**src/rtl/reg_file_sb_if.sv**
```systemverilog
// Datapath-side bus of the scoreboarded register file: decode reads and reservations,
// writeback writes, and the clear-engine handshake.
interface reg_file_sb_if #(
  parameter int DATA_W = 32,
  parameter int ADDR_W = 5
);
  logic [ADDR_W-1:0] R1;
  logic [ADDR_W-1:0] R2;
  logic [DATA_W-1:0] s1;
  logic [DATA_W-1:0] s2;
  logic              busy1;
  logic              busy2;
  logic [ADDR_W-1:0] RD;
  logic [DATA_W-1:0] WRD;
  logic              Wreg;
  logic              rsv_en;
  logic [ADDR_W-1:0] rsv_addr;
  logic              clr_req;
  logic              clr_busy;

  modport master (
    output R1, R2, RD, WRD, Wreg, rsv_en, rsv_addr, clr_req,
    input  s1, s2, busy1, busy2, clr_busy
  );

  modport slave (
    input  R1, R2, RD, WRD, Wreg, rsv_en, rsv_addr, clr_req,
    output s1, s2, busy1, busy2, clr_busy
  );
endinterface

```
**src/rtl/reg_file_sb.sv**
```systemverilog
// Register file with two async read ports, one sync write port, optional bypass and
// hardwired zero, a per-register busy scoreboard and a one-entry-per-cycle clear engine.
module reg_file_sb #(
  parameter int DATA_W   = 32,
  parameter int ADDR_W   = 5,
  parameter int NUM_REGS = 32,
  parameter int ZERO_REG = 1,
  parameter int BYPASS   = 1
) (
  input logic         clk,
  input logic         reset,
  reg_file_sb_if.slave bus
);

  typedef enum logic {IDLE, CLEAR} state_t;

  localparam logic [ADDR_W:0]   NUM_REGS_W = (ADDR_W+1)'(NUM_REGS);
  localparam logic [ADDR_W-1:0] LAST_IDX   = ADDR_W'(NUM_REGS - 1);

  state_t              state;
  logic [ADDR_W-1:0]   idx;
  logic [DATA_W-1:0]   regs [NUM_REGS];
  logic [NUM_REGS-1:0] busy;

  logic wr_ok;
  logic fwd1;
  logic fwd2;

  // An address is writable when it is in range and not the hardwired zero register.
  function automatic logic writable(input logic [ADDR_W-1:0] a);
    return ({1'b0, a} < NUM_REGS_W) && !((ZERO_REG != 0) && (a == '0));
  endfunction

  assign wr_ok = (state == IDLE) && bus.Wreg && writable(bus.RD);
  assign fwd1  = (BYPASS != 0) && wr_ok && (bus.RD == bus.R1);
  assign fwd2  = (BYPASS != 0) && wr_ok && (bus.RD == bus.R2);

  assign bus.clr_busy = (state == CLEAR);

  always_comb begin
    bus.s1    = '0;
    bus.s2    = '0;
    bus.busy1 = 1'b0;
    bus.busy2 = 1'b0;
    if (!reset && state == IDLE) begin
      if (writable(bus.R1)) begin
        bus.s1    = fwd1 ? bus.WRD : regs[bus.R1];
        bus.busy1 = busy[bus.R1] & ~fwd1;
      end
      if (writable(bus.R2)) begin
        bus.s2    = fwd2 ? bus.WRD : regs[bus.R2];
        bus.busy2 = busy[bus.R2] & ~fwd2;
      end
    end
  end

  // Reservation is applied after the writeback release so a new producer on the same
  // register keeps it busy.
  always_ff @(posedge clk or posedge reset) begin
    if (reset) begin
      state <= IDLE;
      idx   <= '0;
      busy  <= '0;
      for (int i = 0; i < NUM_REGS; i++) begin
        regs[i] <= '0;
      end
    end else begin
      case (state)
        IDLE: begin
          if (wr_ok) begin
            regs[bus.RD] <= bus.WRD;
            busy[bus.RD] <= 1'b0;
          end
          if (bus.rsv_en && writable(bus.rsv_addr)) begin
            busy[bus.rsv_addr] <= 1'b1;
          end
          if (bus.clr_req) begin
            state <= CLEAR;
            idx   <= '0;
          end
        end
        CLEAR: begin
          regs[idx] <= '0;
          busy[idx] <= 1'b0;
          if (idx == LAST_IDX) begin
            state <= IDLE;
            idx   <= '0;
          end else begin
            idx <= idx + 1'b1;
          end
        end
        default: begin
          state <= IDLE;
          idx   <= '0;
        end
      endcase
    end
  end

endmodule

```
**src/flat_wrapper.sv**
```systemverilog
// flat-port wrapper written by rule: the top's interface ports become plain ports
module reg_file_sb_flat 
#(
  parameter int DATA_W   = 32,
  parameter int ADDR_W   = 5,
  parameter int NUM_REGS = 32,
  parameter int ZERO_REG = 1,
  parameter int BYPASS   = 1
)
  (clk, reset, bus_R1, bus_R2, bus_RD, bus_WRD, bus_Wreg, bus_rsv_en, bus_rsv_addr, bus_clr_req, bus_s1, bus_s2, bus_busy1, bus_busy2, bus_clr_busy);
  reg_file_sb_if #(.DATA_W(DATA_W), .ADDR_W(ADDR_W)) bus_i ();
  input logic clk;
  input logic reset;
  input wire logic [$bits(bus_i.R1)-1:0] bus_R1;
  input wire logic [$bits(bus_i.R2)-1:0] bus_R2;
  input wire logic [$bits(bus_i.RD)-1:0] bus_RD;
  input wire logic [$bits(bus_i.WRD)-1:0] bus_WRD;
  input wire logic [$bits(bus_i.Wreg)-1:0] bus_Wreg;
  input wire logic [$bits(bus_i.rsv_en)-1:0] bus_rsv_en;
  input wire logic [$bits(bus_i.rsv_addr)-1:0] bus_rsv_addr;
  input wire logic [$bits(bus_i.clr_req)-1:0] bus_clr_req;
  output wire logic [$bits(bus_i.s1)-1:0] bus_s1;
  output wire logic [$bits(bus_i.s2)-1:0] bus_s2;
  output wire logic [$bits(bus_i.busy1)-1:0] bus_busy1;
  output wire logic [$bits(bus_i.busy2)-1:0] bus_busy2;
  output wire logic [$bits(bus_i.clr_busy)-1:0] bus_clr_busy;
  assign bus_i.R1 = bus_R1;
  assign bus_i.R2 = bus_R2;
  assign bus_i.RD = bus_RD;
  assign bus_i.WRD = bus_WRD;
  assign bus_i.Wreg = bus_Wreg;
  assign bus_i.rsv_en = bus_rsv_en;
  assign bus_i.rsv_addr = bus_rsv_addr;
  assign bus_i.clr_req = bus_clr_req;
  assign bus_s1 = bus_i.s1;
  assign bus_s2 = bus_i.s2;
  assign bus_busy1 = bus_i.busy1;
  assign bus_busy2 = bus_i.busy2;
  assign bus_clr_busy = bus_i.clr_busy;
  reg_file_sb #(.DATA_W(DATA_W), .ADDR_W(ADDR_W), .NUM_REGS(NUM_REGS), .ZERO_REG(ZERO_REG), .BYPASS(BYPASS)) u_core (.clk(clk), .reset(reset), .bus(bus_i));
endmodule
```
**config.mk**
```make
export PLATFORM = sky130hd
export DESIGN_NAME = reg_file_sb_flat
export DESIGN_NICKNAME = d
export VERILOG_FILES = /design/src/rtl/reg_file_sb_if.sv /design/src/rtl/reg_file_sb.sv /design/src/flat_wrapper.sv
export SDC_FILE = /design/constraint.sdc
export NUM_CORES = 2
export LEC_CHECK = 0
export ABC_CLOCK_PERIOD_IN_PS = 41500
export BUFFER_PORTS_ARGS = -buffer_cell sky130_fd_sc_hd__buf_4
export CAP_MARGIN = 20
export CORE_MARGIN = 2
export CORE_UTILIZATION = 40
export DETAILED_ROUTE_END_ITERATION = 7
export GPL_TIMING_DRIVEN = 0
export PLACE_DENSITY = 0.64
export SLEW_MARGIN = 20
export SYNTH_ARGS = -nofsm -noshare
export SYNTH_HDL_FRONTEND = slang
export SYNTH_SLANG_ARGS = --single-unit
```
**constraint.sdc**
```tcl
create_clock -name clk -period 41.5 [get_ports clk]
set_clock_uncertainty 0.2 [all_clocks]
set_input_delay 2.075 -clock clk [delete_from_list [all_inputs] [get_ports clk]]
set_output_delay 2.075 -clock clk [all_outputs]
set_load 0.005 [all_outputs]
```
-- Word-level counts from Yosys, hierarchy flattened
Index checks and enable logic that the tools add are counted.
Widths: inputs -> output; s select.
- add/sub/neg operators: 1
- $lt $le $gt $ge: 14
- equality and inequality tests: 5
- multiplexer cells: 43
- bitwise logic cells: 16
- reductions and logical operators: 18
- operators with widths (cell ; count):
    $pmux 1024 s2 ; 1
    $and 1024x1024->1024 ; 1
    $bwmux 1024 ; 1
    $mux 1024 ; 1
    $not 1024->1024 ; 1
    $mux 32 ; 15
    $bmux 32 s5 ; 2
    $demux 32 s5 ; 2
    $and 32x32->32 ; 2
    $not 32->32 ; 2
    $pmux 32 s2 ; 1
    $or 32x32->32 ; 1
    $lt 5x6->1 const B ; 5
    $ge 6x6->1 const B ; 4
    $not 5->6 ; 4
    $logic_not 5->1 ; 4
    $demux 1 s5 ; 3
    $ge 5x1->1 const B ; 3
    $lt 6x1->1 const B ; 2
    $logic_and 1x1->1 ; 11
    $mux 1 ; 11
    $bmux 1 s5 ; 2
    $eq 5x5->1 ; 2
    $mux 5 ; 2
    other kinds (9) ; 14
- register bits: 1062
- input bits: 57
- output and inout bits: 67
- logic and storage cells: 132

-- Depth between registers and ports, before layout
- depth in word-level cells: 11
- depth in mapped cells: 10
- depth with buffers taken out: 5

-- Worst setup path after synthesis
No wires, ideal clock.
- path type: input port to output port
- start point: input port bus_R1[0]
- end point: output port bus_s1[10]
- arrival time: 3.751 ns
- setup slack: 35.474 ns
- stages on the path: 7
- path through: buf_2 -> buf_2 -> buf_2 -> mux4_2 -> mux2i_1 -> a21oi_1 -> a221o_1
- cells in the longest elaborated chain, start to end: 7
- RTL lines (item ; line ; text):
    from (decl) ; flat_wrapper.sv:14 ; input wire logic [$bits(bus_i.R1)-1:0] bus_R1;
    $not 5->6 (not written as such) ; reg_file_sb.sv:47 ; bus.s1 = fwd1 ? bus.WRD : regs[bus.R1];
    $bmux 32 s5 ; reg_file_sb.sv:47 ;
    $mux 32 (not written as such) (2 in a row) ; reg_file_sb.sv:47 ;
    $mux 32 ; reg_file_sb.sv:47 ;
    $mux 32 * ; reg_file_sb.sv:46 ; if (writable(bus.R1)) begin
    $mux 32 * ; reg_file_sb.sv:45 ; if (!reset && state == IDLE) begin
    to (decl) ; flat_wrapper.sv:22 ; output wire logic [$bits(bus_i.s1)-1:0] bus_s1;
Every way passes the cells marked *; elsewhere a longest branch is shown, timed or not. The select of a mux whose other input is x is not followed.

-- Worst setup path after layout
- start point: input port bus_R2[0]
- end point: output port bus_s2[15]
- cells in the longest elaborated chain, start to end: 7
- RTL lines (item ; line ; text):
    from (decl) ; flat_wrapper.sv:15 ; input wire logic [$bits(bus_i.R2)-1:0] bus_R2;
    $not 5->6 (not written as such) ; reg_file_sb.sv:51 ; bus.s2 = fwd2 ? bus.WRD : regs[bus.R2];
    $bmux 32 s5 ; reg_file_sb.sv:51 ;
    $mux 32 (not written as such) (2 in a row) ; reg_file_sb.sv:51 ;
    $mux 32 ; reg_file_sb.sv:51 ;
    $mux 32 * ; reg_file_sb.sv:50 ; if (writable(bus.R2)) begin
    $mux 32 * ; reg_file_sb.sv:45 ;
    to (decl) ; flat_wrapper.sv:23 ; output wire logic [$bits(bus_i.s2)-1:0] bus_s2;
Marked as above.

==> impl_results.md <==
* Synthesized area at 0.0557 sq mm
* Setup Buffers After CTS at 0
* Worst hold slack at 0.310 ns
* Reg power frac at 0.428
* Setup-failing EPs final at 0
* Clk buf depth at 3
* Number of buffers created by CTS at 115
* Min-delay worst type: flop to flop
* Tot GR Track Use at 0.365
* Die W at 377 um
* Mapped Cells at 4211
* Post-detail-place hpwl at 189000 um
* Crit Path Max Fanout at 10
* H-tree levels at 3
* PD cells at 49.8 mW/mm^2
* Tmin final at 8.75 ns
* WS Path Type: primary input to output port
* Slew HR at 0.0897
* #FFs+latches synth at 1062
* TritonRoute pass-1 iters at 8
* Cts repair resizes at 0
* Final worst-path cycle share at 0.211
* Critical Path End Type: output port
* Starting DRT DRC Count at 8435
* Syn Nets at 4273
* Pin slew with the least headroom to its limit at 1.36 ns
* Hold-fix buffers, CTS at 0
* Ys flop type: dfrtp_1
* CP Data Arrival Time at 6.48 ns
* Total core area at 0.138 sq mm
* Sequential area share after synthesis at 0.477
* R2R Path End: u_core.regs[932]
* FMAX at 0.114 GHz
* Sw Pwr at 1.02 mW
* Clk slew on worst S/H paths at 0.06 ns
* Via Count at 47.4k
* Area delta synth->final at 12.8%
* Status: finished, final reports clean
* Async S/R FF share, synth at 1.00
* Drc violations at 0
* Port bufs at 80
* Synth warnings at 0
* Yosys cell types at 60
* Critical R2R Launch: u_core.bus.clr_busy
* Worst setup path start: bus_R2[0]
* Layout cells sized above 1 at 0.202
* Starting Density at 0.404
* R2R setup slack at 37.35 ns
* Die H at 377 um
* GPL Wtd Cong at 1.03
* Sink Count at 1062
* Clock Root Buffer: clkbuf_16
* RSZ-0062 raised after global routing: no
* Number of synthesized flops with an enable pin at 0
* Final net count at 4488
* R2R cell count at 7
* Leak Pwr at 27.5 nW
* Vias/cell at 7.50
* Clk_lat worst skew at 0.76 ns
* Critical Path End: bus_s2[15]
* Global-route wire length before repair at 362000 um
* I/O pins at 124
* Post-DRT Antenna Nets at 0
* Max Transition Viols Final at 0
* Sw Ratio at 0.325
* Max Cap Viol at 0
* Clock share of power at 0.342
* Filler Cell Count at 12.5k
* P_int at 2.11 mW
* Req. time, crit path at 39.22 ns
* Largest net degree at the start of global routing at 108
* Maximum vdd drop at 0.0366 mV
* Vias in the first global route at 45.0k
* Initial antenna violation count at 16
* Post-synthesis area per instance at 13.2 sq um
* Setup total negative slack at 0 ns
* Core Rows at 136
* Routed wire length at 264000 um
* Startpoint Class: primary input
* Die area at 0.142 sq mm
* CTS tree: done
* DR WL/cell at 41.8 um
* Final hold violations at 0
* Comb pwr share at 0.230
* Remaining Overflow, GRT at 0
==> cell usage in the layout, fill, tap and decap left out, types with 42 or more instances in the layout <==
master     netlist  routed
nand2_1        131     131
mux2i_1        274     274
mux4_2         407     407
o221ai_1       128     128
a22o_1        1011    1011
clkbuf_16        0     117
nor2_1          68      64
buf_4           44     125
o22ai_1        122     122
buf_1           45      42
a21oi_1         84      74
clkbuf_1       383     390
buf_2           65      70
dfrtp_1       1062    1062
==> registers in the layout, summed over array words and instances, names as in the netlist <==
name,flops
u_core.regs,1024
u_core.busy,32
u_core.idx,5
u_core.bus.clr_busy,1
==> synthesized netlist by cell type, types with 6 or more instances <==
master / count / share of area
a21o_1: 26 / 0.0035
a21oi_1: 84 / 0.0075
a221o_1: 26 / 0.0047
a22o_1: 1011 / 0.16
a2bb2oi_1: 7 / 0.0011
a31oi_1: 6 / 0.00067
and2_1: 38 / 0.0043
buf_1: 45 / 0.0030
buf_2: 65 / 0.0058
buf_4: 44 / 0.0059
buf_6: 17 / 0.0034
clkbuf_1: 383 / 0.026
dfrtp_1: 1062 / 0.48
inv_1: 12 / 0.00081
mux2_2: 17 / 0.0034
mux2i_1: 274 / 0.049
mux4_2: 407 / 0.16
nand2_1: 131 / 0.0088
nand2b_1: 11 / 0.0012
nand3_1: 25 / 0.0022
nand4_1: 7 / 0.00079
nor2_1: 68 / 0.0046
nor2b_1: 6 / 0.00067
nor3_1: 22 / 0.0020
nor4bb_1: 26 / 0.0047
o211ai_1: 8 / 0.0011
o21ai_0: 9 / 0.00081
o221ai_1: 128 / 0.020
o221ai_2: 17 / 0.0046
o22ai_1: 122 / 0.014
o2bb2ai_1: 8 / 0.0013
or2_1: 7 / 0.00079
or2_2: 13 / 0.0015
or3_1: 14 / 0.0016
xnor2_1: 12 / 0.0019
==> per-layer routing <==
layer / vias up / global-route usage / wire, um / part of all wire
li1: 17400 / - / - / -
met5: - / 0.00583 / 295 / 0.0011
met2: 4309 / 0.483 / 105000 / 0.40
met1: 24800 / 0.484 / 98300 / 0.37
met4: 18 / 0.210 / 18700 / 0.071
met3: 853 / 0.171 / 41600 / 0.16
==> final cells by class <==
cell class,count,area (sq um),area share
antenna,9,22.5,0.000358
buffer,554,2480,0.0394
clock buffer,165,3360,0.0534
clock inverter,40,428,0.00681
inverter,15,63.8,0.00101
multi-input combinational,2580,26700,0.425
sequential,1062,26600,0.423
tap,1794,2240,0.0357
timing repair buffer,98,970,0.0154
==> stage by stage <==
stage	area [sq um]	total power, mW	instances	utilization	worst slack [ns]
4_1_cts	62800	3.08	6306	0.456	33.12
3_3_place_gp	58600	2.01	6085	0.425	-3.07
5_1_grt	62900	3.19	6308	0.456	32.93
2_1_floorplan	55700	1.76	4211	-	9.33
6_report	62900	3.13	6317	0.456	32.75
3_5_place_dp	59000	2.03	6101	0.428	33.13
==> critical path: stages <==
cell and delay (ns):
buf_4 0.13, buf_2 0.54, buf_2 0.65, nand2_1 0.75, clkbuf_1 0.64, o221ai_1 0.67, o221ai_1 0.61, buf_4 0.33
==> logic make-up (layout without fill, tap and decap cells) <==
logic type / Yosys count / after routing / synth area share
AO/OA/AOI/OAI: 1480 / 1480 / 0.223
flip-flops: 1062 / 1062 / 0.477
multiplexers: 698 / 698 / 0.217
buffers and inverters: 569 / 872 / 0.0450
AND/OR/NAND/NOR: 385 / 385 / 0.0353
XOR/XNOR: 12 / 12 / 0.00189
adder cells (fa/ha/maj): 5 / 5 / 0.00112
other: 0 / 9 / 0
==> power by group through the flow <==
| stage | clock network, mW | logic (mW) | registers [mW] |
|---|---|---|---|
| after global placement | 0 | 0.673 | 1.34 |
| after global routing | 1.10 | 0.738 | 1.35 |
| final | 1.07 | 0.720 | 1.34 |
| after CTS | 1.06 | 0.693 | 1.33 |
| after floorplan | 0 | 0.462 | 1.30 |
| after detailed placement | 0 | 0.690 | 1.34 |
==> worst min-delay path by stage <==
| stage | from | to | cells past startpoint |
|---|---|---|---|
| final | u_core.regs[1015] | u_core.regs[1015] | 1 |
| after detailed placement | u_core.regs[1015] | u_core.regs[1015] | 1 |
| after global placement | u_core.regs[1020] | u_core.regs[1020] | 1 |
| after CTS | u_core.regs[1018] | u_core.regs[1018] | 1 |
| after global routing | u_core.regs[1015] | u_core.regs[1015] | 1 |
| after floorplan | u_core.busy[0] | u_core.busy[0] | 1 |
Power figures use the tool's default switching activity.
